===== src/rtl/yc_testpat_gen_if.sv =====
// Video source bundle between the test-pattern generator (master) and the YC encoder (slave).
// Frame controls flow into the generator; timing and pixel data flow out.
interface yc_testpat_gen_if;
    logic        ce_pix;
    logic        pal_en;
    logic [2:0]  pattern_sel;
    logic [23:0] solid_rgb;
    logic [23:0] rgb;
    logic        hsync;
    logic        vsync;
    logic        csync;
    logic        de;
    logic        frame_start;

    modport master (
        input  ce_pix, pal_en, pattern_sel, solid_rgb,
        output rgb, hsync, vsync, csync, de, frame_start
    );

    modport slave (
        output ce_pix, pal_en, pattern_sel, solid_rgb,
        input  rgb, hsync, vsync, csync, de, frame_start
    );
endinterface


===== src/rtl/yc_testpat_gen.sv =====
// 240p/288p timing and test-pattern source for the YC encoder; all outputs registered on ce_pix.
// Optional macro YC_TESTPAT_SCROLL_EN: per-frame counter scrolls the gray ramp pattern.
module yc_testpat_gen #(
    parameter int unsigned H_TOTAL       = 400,
    parameter int unsigned H_ACTIVE      = 320,
    parameter int unsigned H_FP          = 10,
    parameter int unsigned H_SYNC        = 30,
    parameter int unsigned V_ACTIVE_NTSC = 240,
    parameter int unsigned V_TOTAL_NTSC  = 262,
    parameter int unsigned V_ACTIVE_PAL  = 288,
    parameter int unsigned V_TOTAL_PAL   = 312,
    parameter int unsigned V_FP          = 3,
    parameter int unsigned V_SYNC        = 3,
    parameter int unsigned BAR_W         = 40
) (
    input logic             clk,
    input logic             reset,
    yc_testpat_gen_if.master vid
);

    localparam logic [9:0] HLast   = 10'(H_TOTAL - 1);
    localparam logic [9:0] HAct    = 10'(H_ACTIVE);
    localparam logic [9:0] HsStart = 10'(H_ACTIVE + H_FP);
    localparam logic [9:0] HsEnd   = 10'(H_ACTIVE + H_FP + H_SYNC);
    localparam logic [9:0] VActN   = 10'(V_ACTIVE_NTSC);
    localparam logic [9:0] VLastN  = 10'(V_TOTAL_NTSC - 1);
    localparam logic [9:0] VActP   = 10'(V_ACTIVE_PAL);
    localparam logic [9:0] VLastP  = 10'(V_TOTAL_PAL - 1);
    localparam logic [9:0] VFp     = 10'(V_FP);
    localparam logic [9:0] VSync   = 10'(V_SYNC);
    localparam logic [5:0] BarLast = 6'(BAR_W - 1);

    logic [9:0]  r_hcnt;
    logic [9:0]  r_vcnt;
    logic [2:0]  r_bar_idx;
    logic [5:0]  r_bar_cnt;
    logic        r_pal;
    logic [2:0]  r_pat;

    logic [9:0]  w_vact;
    logic [9:0]  w_vlast;
    logic [9:0]  w_vs_start;
    logic        w_frame_start;
    logic        w_line_end;
    logic        w_active;
    logic        w_hs;
    logic        w_vs;
    logic [2:0]  w_pat;
    logic [7:0]  w_scroll;
    logic [7:0]  w_gray;
    logic [7:0]  w_bar_lvl;
    logic [23:0] w_pix;

`ifdef YC_TESTPAT_SCROLL_EN
    logic [7:0] r_frame_cnt;

    // Advancing on the last pixel makes the new count visible from the first pixel of a frame.
    always_ff @(posedge clk) begin
        if (reset) begin
            r_frame_cnt <= 8'd0;
        end else if (vid.ce_pix && w_line_end && (r_vcnt == w_vlast)) begin
            r_frame_cnt <= r_frame_cnt + 8'd1;
        end
    end

    assign w_scroll = r_frame_cnt;
`else
    assign w_scroll = 8'd0;
`endif

    always_comb begin
        w_vact        = r_pal ? VActP : VActN;
        w_vlast       = r_pal ? VLastP : VLastN;
        w_vs_start    = w_vact + VFp;
        w_frame_start = (r_hcnt == 10'd0) && (r_vcnt == 10'd0);
        w_line_end    = (r_hcnt == HLast);
        w_active      = (r_hcnt < HAct) && (r_vcnt < w_vact);
        w_hs          = (r_hcnt >= HsStart) && (r_hcnt < HsEnd);
        w_vs          = (r_vcnt >= w_vs_start) && (r_vcnt < (w_vs_start + VSync));
        // The first pixel of a frame already uses the selection being latched for that frame.
        w_pat         = w_frame_start ? vid.pattern_sel : r_pat;
    end

    always_comb begin
        w_bar_lvl = (w_pat == 3'd0) ? 8'hBF : 8'hFF;
        w_gray    = r_hcnt[8:1] + w_scroll;
        w_pix     = 24'h000000;
        case (w_pat)
            // Bar order white..black maps to R=~idx[1], G=~idx[2], B=~idx[0].
            3'd0, 3'd1: w_pix = {r_bar_idx[1] ? 8'h00 : w_bar_lvl,
                                 r_bar_idx[2] ? 8'h00 : w_bar_lvl,
                                 r_bar_idx[0] ? 8'h00 : w_bar_lvl};
            3'd2:       w_pix = {w_gray, w_gray, w_gray};
            3'd3:       w_pix = vid.solid_rgb;
            3'd4:       w_pix = ((r_hcnt[3:0] == 4'd0) || (r_vcnt[3:0] == 4'd0)) ?
                                24'hFFFFFF : 24'h000000;
            3'd5:       w_pix = (r_hcnt[4] ^ r_vcnt[4]) ? 24'hFFFFFF : 24'h000000;
            default:    w_pix = 24'h000000;
        endcase
    end

    always_ff @(posedge clk) begin
        if (reset) begin
            r_hcnt          <= 10'd0;
            r_vcnt          <= 10'd0;
            r_bar_idx       <= 3'd0;
            r_bar_cnt       <= 6'd0;
            r_pal           <= 1'b0;
            r_pat           <= 3'd0;
            vid.rgb         <= 24'h000000;
            vid.hsync       <= 1'b0;
            vid.vsync       <= 1'b0;
            vid.csync       <= 1'b0;
            vid.de          <= 1'b0;
            vid.frame_start <= 1'b0;
        end else if (vid.ce_pix) begin
            if (w_frame_start) begin
                r_pal <= vid.pal_en;
                r_pat <= vid.pattern_sel;
            end

            if (w_line_end) begin
                r_hcnt    <= 10'd0;
                r_bar_idx <= 3'd0;
                r_bar_cnt <= 6'd0;
                r_vcnt    <= (r_vcnt == w_vlast) ? 10'd0 : r_vcnt + 10'd1;
            end else begin
                r_hcnt <= r_hcnt + 10'd1;
                // Bar index tracks hcnt/BAR_W with a small counter instead of a divider.
                if (r_bar_cnt == BarLast) begin
                    r_bar_cnt <= 6'd0;
                    r_bar_idx <= (r_bar_idx == 3'd7) ? 3'd7 : r_bar_idx + 3'd1;
                end else begin
                    r_bar_cnt <= r_bar_cnt + 6'd1;
                end
            end

            vid.rgb         <= w_active ? w_pix : 24'h000000;
            vid.de          <= w_active;
            vid.hsync       <= w_hs;
            vid.vsync       <= w_vs;
            vid.csync       <= w_hs ^ w_vs;
            vid.frame_start <= w_frame_start;
        end
    end

endmodule

===== src/flat_wrapper.sv =====
// flat-port wrapper written by rule: the top's interface ports become plain ports
module yc_testpat_gen_flat 
#(
    parameter int unsigned H_TOTAL       = 400,
    parameter int unsigned H_ACTIVE      = 320,
    parameter int unsigned H_FP          = 10,
    parameter int unsigned H_SYNC        = 30,
    parameter int unsigned V_ACTIVE_NTSC = 240,
    parameter int unsigned V_TOTAL_NTSC  = 262,
    parameter int unsigned V_ACTIVE_PAL  = 288,
    parameter int unsigned V_TOTAL_PAL   = 312,
    parameter int unsigned V_FP          = 3,
    parameter int unsigned V_SYNC        = 3,
    parameter int unsigned BAR_W         = 40
)
  (clk, reset, vid_ce_pix, vid_pal_en, vid_pattern_sel, vid_solid_rgb, vid_rgb, vid_hsync, vid_vsync, vid_csync, vid_de, vid_frame_start);
  yc_testpat_gen_if vid_i ();
  input logic clk;
  input logic reset;
  input wire logic [$bits(vid_i.ce_pix)-1:0] vid_ce_pix;
  input wire logic [$bits(vid_i.pal_en)-1:0] vid_pal_en;
  input wire logic [$bits(vid_i.pattern_sel)-1:0] vid_pattern_sel;
  input wire logic [$bits(vid_i.solid_rgb)-1:0] vid_solid_rgb;
  output wire logic [$bits(vid_i.rgb)-1:0] vid_rgb;
  output wire logic [$bits(vid_i.hsync)-1:0] vid_hsync;
  output wire logic [$bits(vid_i.vsync)-1:0] vid_vsync;
  output wire logic [$bits(vid_i.csync)-1:0] vid_csync;
  output wire logic [$bits(vid_i.de)-1:0] vid_de;
  output wire logic [$bits(vid_i.frame_start)-1:0] vid_frame_start;
  assign vid_i.ce_pix = vid_ce_pix;
  assign vid_i.pal_en = vid_pal_en;
  assign vid_i.pattern_sel = vid_pattern_sel;
  assign vid_i.solid_rgb = vid_solid_rgb;
  assign vid_rgb = vid_i.rgb;
  assign vid_hsync = vid_i.hsync;
  assign vid_vsync = vid_i.vsync;
  assign vid_csync = vid_i.csync;
  assign vid_de = vid_i.de;
  assign vid_frame_start = vid_i.frame_start;
  yc_testpat_gen #(.H_TOTAL(H_TOTAL), .H_ACTIVE(H_ACTIVE), .H_FP(H_FP), .H_SYNC(H_SYNC), .V_ACTIVE_NTSC(V_ACTIVE_NTSC), .V_TOTAL_NTSC(V_TOTAL_NTSC), .V_ACTIVE_PAL(V_ACTIVE_PAL), .V_TOTAL_PAL(V_TOTAL_PAL), .V_FP(V_FP), .V_SYNC(V_SYNC), .BAR_W(BAR_W)) u_core (.clk(clk), .reset(reset), .vid(vid_i));
endmodule

===== config.mk =====
export PLATFORM = sky130hd
export DESIGN_NAME = yc_testpat_gen_flat
export DESIGN_NICKNAME = d
export VERILOG_FILES = /design/src/rtl/yc_testpat_gen_if.sv /design/src/rtl/yc_testpat_gen.sv /design/src/flat_wrapper.sv
export SDC_FILE = /design/constraint.sdc
export NUM_CORES = 1
export LEC_CHECK = 0
export BUFFER_PORTS_ARGS = -buffer_cell sky130_fd_sc_hd__buf_4
export CORE_MARGIN = 8
export CORE_UTILIZATION = 41
export CTS_CLUSTER_SIZE = 40
export DETAILED_ROUTE_END_ITERATION = 10
export GPL_ROUTABILITY_DRIVEN = 0
export SLEW_MARGIN = 5
export SYNTH_ARGS = -nofsm -noshare
export SYNTH_HDL_FRONTEND = slang
export SYNTH_SLANG_ARGS = --single-unit

===== constraint.sdc =====
create_clock -name clk -period 3.2 [get_ports clk]
set_clock_uncertainty 0.2 [all_clocks]
set_input_delay 0.32 -clock clk [delete_from_list [all_inputs] [get_ports clk]]
set_output_delay 0.32 -clock clk [all_outputs]
set_load 0.02 [all_outputs]

==> summary by stage <==
Final layout
Compared with the post-synthesis result, the final layout area differs by 20.9%. The final layout net count is 486. The share of final-layout standard cells stronger than drive strength 1 is 20.8%.

In the final layout, the multi-input gates occupy 1930 um2. After routing the design area is 4040 um2. The number of diodes is 0.

The filler cells instantiated in the layout total 798. The register area is 1240 um2.

Clocking
The sink count of the clock tree is 62. The number of instances resized during post-cts repair is 0. The number of buffers created by CTS is 9. The clock passes through at most 2 buffers. Hold repair after CTS inserted 0 buffers. CTS built an H-tree with a depth of 3. The register clock-pin slew on the reported worst setup and hold paths is 0.07 ns. The insertion delay to the later sink of the worst-skew pair is 0.34 ns. After clock tree synthesis, the setup repair step added 0 buffers. The tree is rooted in a sky130_fd_sc_hd__clkbuf_8. The TritonCTS clock tree is done.

Worst setup path
For flop-to-flop paths, the worst setup slack is 0.22 ns. The category of the worst setup path capture point is a flop. The depth of the most critical reg-to-reg path is 9. The critical path in this run is classified as flop to flop. Data arrives at the worst endpoint at 3.02 ns. The signal on the critical path passes through inv_1, ha_1, nor3b_1, and4_1, and2_4, mux2_4, a211oi_4, o21ai_2, a211oi_1. Along the worst path, the maximum fanout reaches 24. The gate family responsible for the most delay along the worst path is compound AO/OA/AOI/OAI gates. STA classifies the critical path startpoint as a flop. Data on the critical path is required at its endpoint by 3.24 ns.

The reg-to-reg startpoint is u_core.r_hcnt[1]$_SDFFE_PP0P_. On the worst path, the slowest cell contributes a delay of 0.44 ns. The largest individual stage delay along the critical path comes from the cell sky130_fd_sc_hd__mux2_4. In this run the critical register-to-register path is captured at u_core.vid.rgb[7]$_SDFFE_PP0P_.

The total buffers and inverters traversed by the critical path is 1.

Drt
The final layout contains routed wiring with a total length of 9.04 mm. The detailed router put a total of 4.30 mm of wire on met1. The length of routed met3 wiring is 570 um. The first routing iteration left 217 violations.

The average detailed-routed wire length per instance is 16.3 um. The via count of the routed design is 2989. After detailed routing, the number of vias per cell comes to 5.41.

The pre-antenna-repair detailed-routing pass consisted of 4 iterations. The post-detailed-route DRC marker count is 0. The detailed router used layers up to and including met4. The length of routed met2 wiring is 4.12 mm.

In this run the remaining antenna-violating nets after routing total 0.

Power
For this design the ratio of total power to cell area is 492 nW/um2. The analysis attributes to net switching a power of 0.561 mW. The cell leakage power is 1.62 nW. The clock network fraction of total power is 37.0%.

The part of the power in combinational logic is 20.2%. Cell internal power was estimated by the tool at 1.43 mW. The switching power as a share of total power is 28.2%. Across the VDD grid, the largest voltage drop is 0.209 mV. Sequential cells burn 42.8% of the power.

Timing
The post-route clock period utilization is 93.0%. The final-report setup violation count is 0. The slew at the pin closest to its max-slew limit is 0.630 ns. Setup total negative slack on the finished layout was measured at 0 ns. The maximum clock frequency is 0.336 GHz.

The final count of hold timing violations came to 0. Setup repair after global routing left no endpoint under its margin. The post-layout worst setup margin is 0.223 ns. The minimum clock period is 2.98 ns. In this run the tightest slew margin relative to its limit is 57.6%. The final count of pins violating max slew is 0.

Logic synthesis
The number of flops mapped to enable cells by yosys is 0. Of all cell types, the one taking the most synthesized area is sky130_fd_sc_hd__dfxtp_1. Dividing the synthesized area by the synthesized cell count gives 8.50 um2.

The sequential element share of the synthesized area is 37.1%. The cell area after synthesis is 3340 um2. The most used flip-flop cell after synthesis is sky130_fd_sc_hd__dfxtp_1. The count of warnings emitted by yosys is 0.

The fraction of registers with async set or reset after synthesis is 0%. The share of Yosys cell area claimed by the top area cell type is 37.1%. The post-synthesis register bit count is 62. After synthesis, the cell types taking the most area are sky130_fd_sc_hd__dfxtp_1 37%, sky130_fd_sc_hd__a21oi_1 8.2%, sky130_fd_sc_hd__a211oi_1 5.8%. The gate count after technology mapping is 393. Counting every net in the synthesized netlist gives 435. The number of distinct library cell variants in the gate-level netlist after synthesis is 47.

Floorplanning
The region available for standard cell placement spans 8050 um2. From bottom edge to top edge, the die measures 106 um. Once the floorplan was initialized, standard cells occupied 41.5% of the core. The die is 106 um wide.

The number of primary I/O pins is 60. The floorplan step defined a die boundary enclosing 11300 um2. The total number of placement rows is 33.

GRT
The first global-routing pass estimated 14.6 mm of wire. The initial antenna violation count is 0. The number of global-route vias before repair is 2736. The total global routing overflow is 0. The total global-route track usage is 15.9%. The maximum number of pins on one net before global-route repair is 42.

Outcome
The flow ran to the end, and the final reports show no timing, DRC or antenna violations.

Min path
The instance count along the most critical hold path is 3. The worst hold path begins at vid_pattern_sel[0]. The worst hold path terminates at u_core.r_pat[0]$_SDFFE_PP0P_. The min-delay analysis places its worst path in the category primary input to flop.

Placement
Once placement finished, the instance area stood at 3840 um2. Once detailed placement completed, the half-perimeter wirelength came to 6.49 mm. The worst setup slack before clock tree synthesis is 0.215 ns.

The count of buffers added on input and output ports is 59.

Flow run
Max-cap violations in this run came to 0.
-- cell type report --
| cell class | instances | area share [%] |
|---|---|---|
| clock buffers | 10 | 3.16 |
| clock inverters | 5 | 1.86 |
| inverters | 12 | 1.11 |
| multi-input cells | 294 | 47.8 |
| flip-flops and latches | 62 | 30.7 |
| well taps | 105 | 3.25 |
| repair buffers | 65 | 12.1 |
-- Yosys cell counts, types with 8 or more instances --
cell type / instances
sky130_fd_sc_hd__xor2_1: 12
sky130_fd_sc_hd__a2bb2oi_1: 18
sky130_fd_sc_hd__nand4_1: 10
sky130_fd_sc_hd__mux2i_1: 13
sky130_fd_sc_hd__a211oi_1: 26
sky130_fd_sc_hd__inv_1: 11
sky130_fd_sc_hd__nor2b_1: 13
sky130_fd_sc_hd__clkbuf_1: 13
sky130_fd_sc_hd__dfxtp_1: 62
sky130_fd_sc_hd__nand2_1: 20
sky130_fd_sc_hd__nor2_1: 47
sky130_fd_sc_hd__xnor2_1: 8
sky130_fd_sc_hd__a21oi_1: 55
sky130_fd_sc_hd__ha_1: 11
-- how the worst max path moves through the flow --
stage                                             start                              end  slack, ns  depth (start not counted)
final                     u_core.r_hcnt[1]$_SDFFE_PP0P_   u_core.vid.rgb[7]$_SDFFE_PP0P_       0.22                          9
after floorplan           u_core.r_vcnt[0]$_SDFFE_PP0P_  u_core.vid.rgb[14]$_SDFFE_PP0P_       0.67                         10
after global routing      u_core.r_hcnt[1]$_SDFFE_PP0P_   u_core.vid.rgb[7]$_SDFFE_PP0P_       0.02                          9
after detailed placement  u_core.r_hcnt[1]$_SDFFE_PP0P_   u_core.vid.rgb[7]$_SDFFE_PP0P_       0.22                          9
after global placement    u_core.r_vcnt[1]$_SDFFE_PP0P_  u_core.vid.rgb[16]$_SDFFE_PP0P_       0.33                          9
after CTS                 u_core.r_hcnt[1]$_SDFFE_PP0P_   u_core.vid.rgb[7]$_SDFFE_PP0P_       0.19                          9
-- state kept, by name, indices dropped and copies added, names as in the netlist --
signal	cells
u_core.vid.hsync	1
u_core.r_pal	1
u_core.vid.frame_start	1
u_core.vid.csync	1
u_core.vid.rgb	24
u_core.vid.de	1
u_core.vid.vsync	1
u_core.r_vcnt	10
u_core.r_bar_idx	3
u_core.r_pat	3
u_core.r_bar_cnt	6
u_core.r_hcnt	10
-- routing by layer --
layer	vias up	track usage, %
met3	5	3.39
met5	-	0
met1	1394	22.1
li1	1515	-
met4	0	5.73
met2	75	23.4
-- kinds of logic (layout without fill, tap and decap cells) --
family          Yosys count  count (layout)  synth area share, %
fa+ha+maj                11              11                 4.12
flops                    62              62                 37.1
mux                      20              20                 6.36
simple gates            125             125                 18.5
buf+inv                  37              92                 5.05
compound gates          118             118                 23.5
xor+xnor                 20              20                 5.24
-- tightest hold or removal path, stage by stage --
cell and delay, ns:
sky130_fd_sc_hd__buf_4 0.09, sky130_fd_sc_hd__mux2i_1 0.06, sky130_fd_sc_hd__nor2_1 0.07
-- power groups by stage --
stage	sequential [mW]	clock, mW	combinational (mW)
after floorplan	0.897	0	0.243
after global placement	0.865	0	0.401
after detailed placement	0.867	0	0.404
after CTS	0.849	0.747	0.406
after global routing	0.855	0.790	0.437
final	0.849	0.735	0.402
-- layout by cell type (no fill, tap or decap), types with 9 or more instances in the layout --
cell type	Yosys	layout
sky130_fd_sc_hd__buf_4	4	65
sky130_fd_sc_hd__xor2_1	12	12
sky130_fd_sc_hd__a21oi_1	55	55
sky130_fd_sc_hd__a2bb2oi_1	18	18
sky130_fd_sc_hd__clkbuf_8	0	9
sky130_fd_sc_hd__nor2b_1	13	13
sky130_fd_sc_hd__dfxtp_1	62	62
sky130_fd_sc_hd__inv_1	11	11
sky130_fd_sc_hd__mux2i_1	13	13
sky130_fd_sc_hd__nand2_1	20	20
sky130_fd_sc_hd__ha_1	11	11
sky130_fd_sc_hd__a211oi_1	26	26
sky130_fd_sc_hd__nand4_1	10	10
sky130_fd_sc_hd__nor2_1	47	47
-- through the flow --
stage | total power [mW] | hold slack, ns | std cells | util, %
finish | 1.99 | 0.0452 | 553 | 50.2
global placement | 1.27 | 0.276 | 538 | 47.7
floorplan | 1.14 | 0.260 | 393 | -
detailed placement | 1.27 | 0.292 | 538 | 47.7
global route | 2.08 | 0.0472 | 553 | 50.2
CTS | 2.00 | 0.0361 | 553 | 50.2
(Power assumes the default switching activity.)
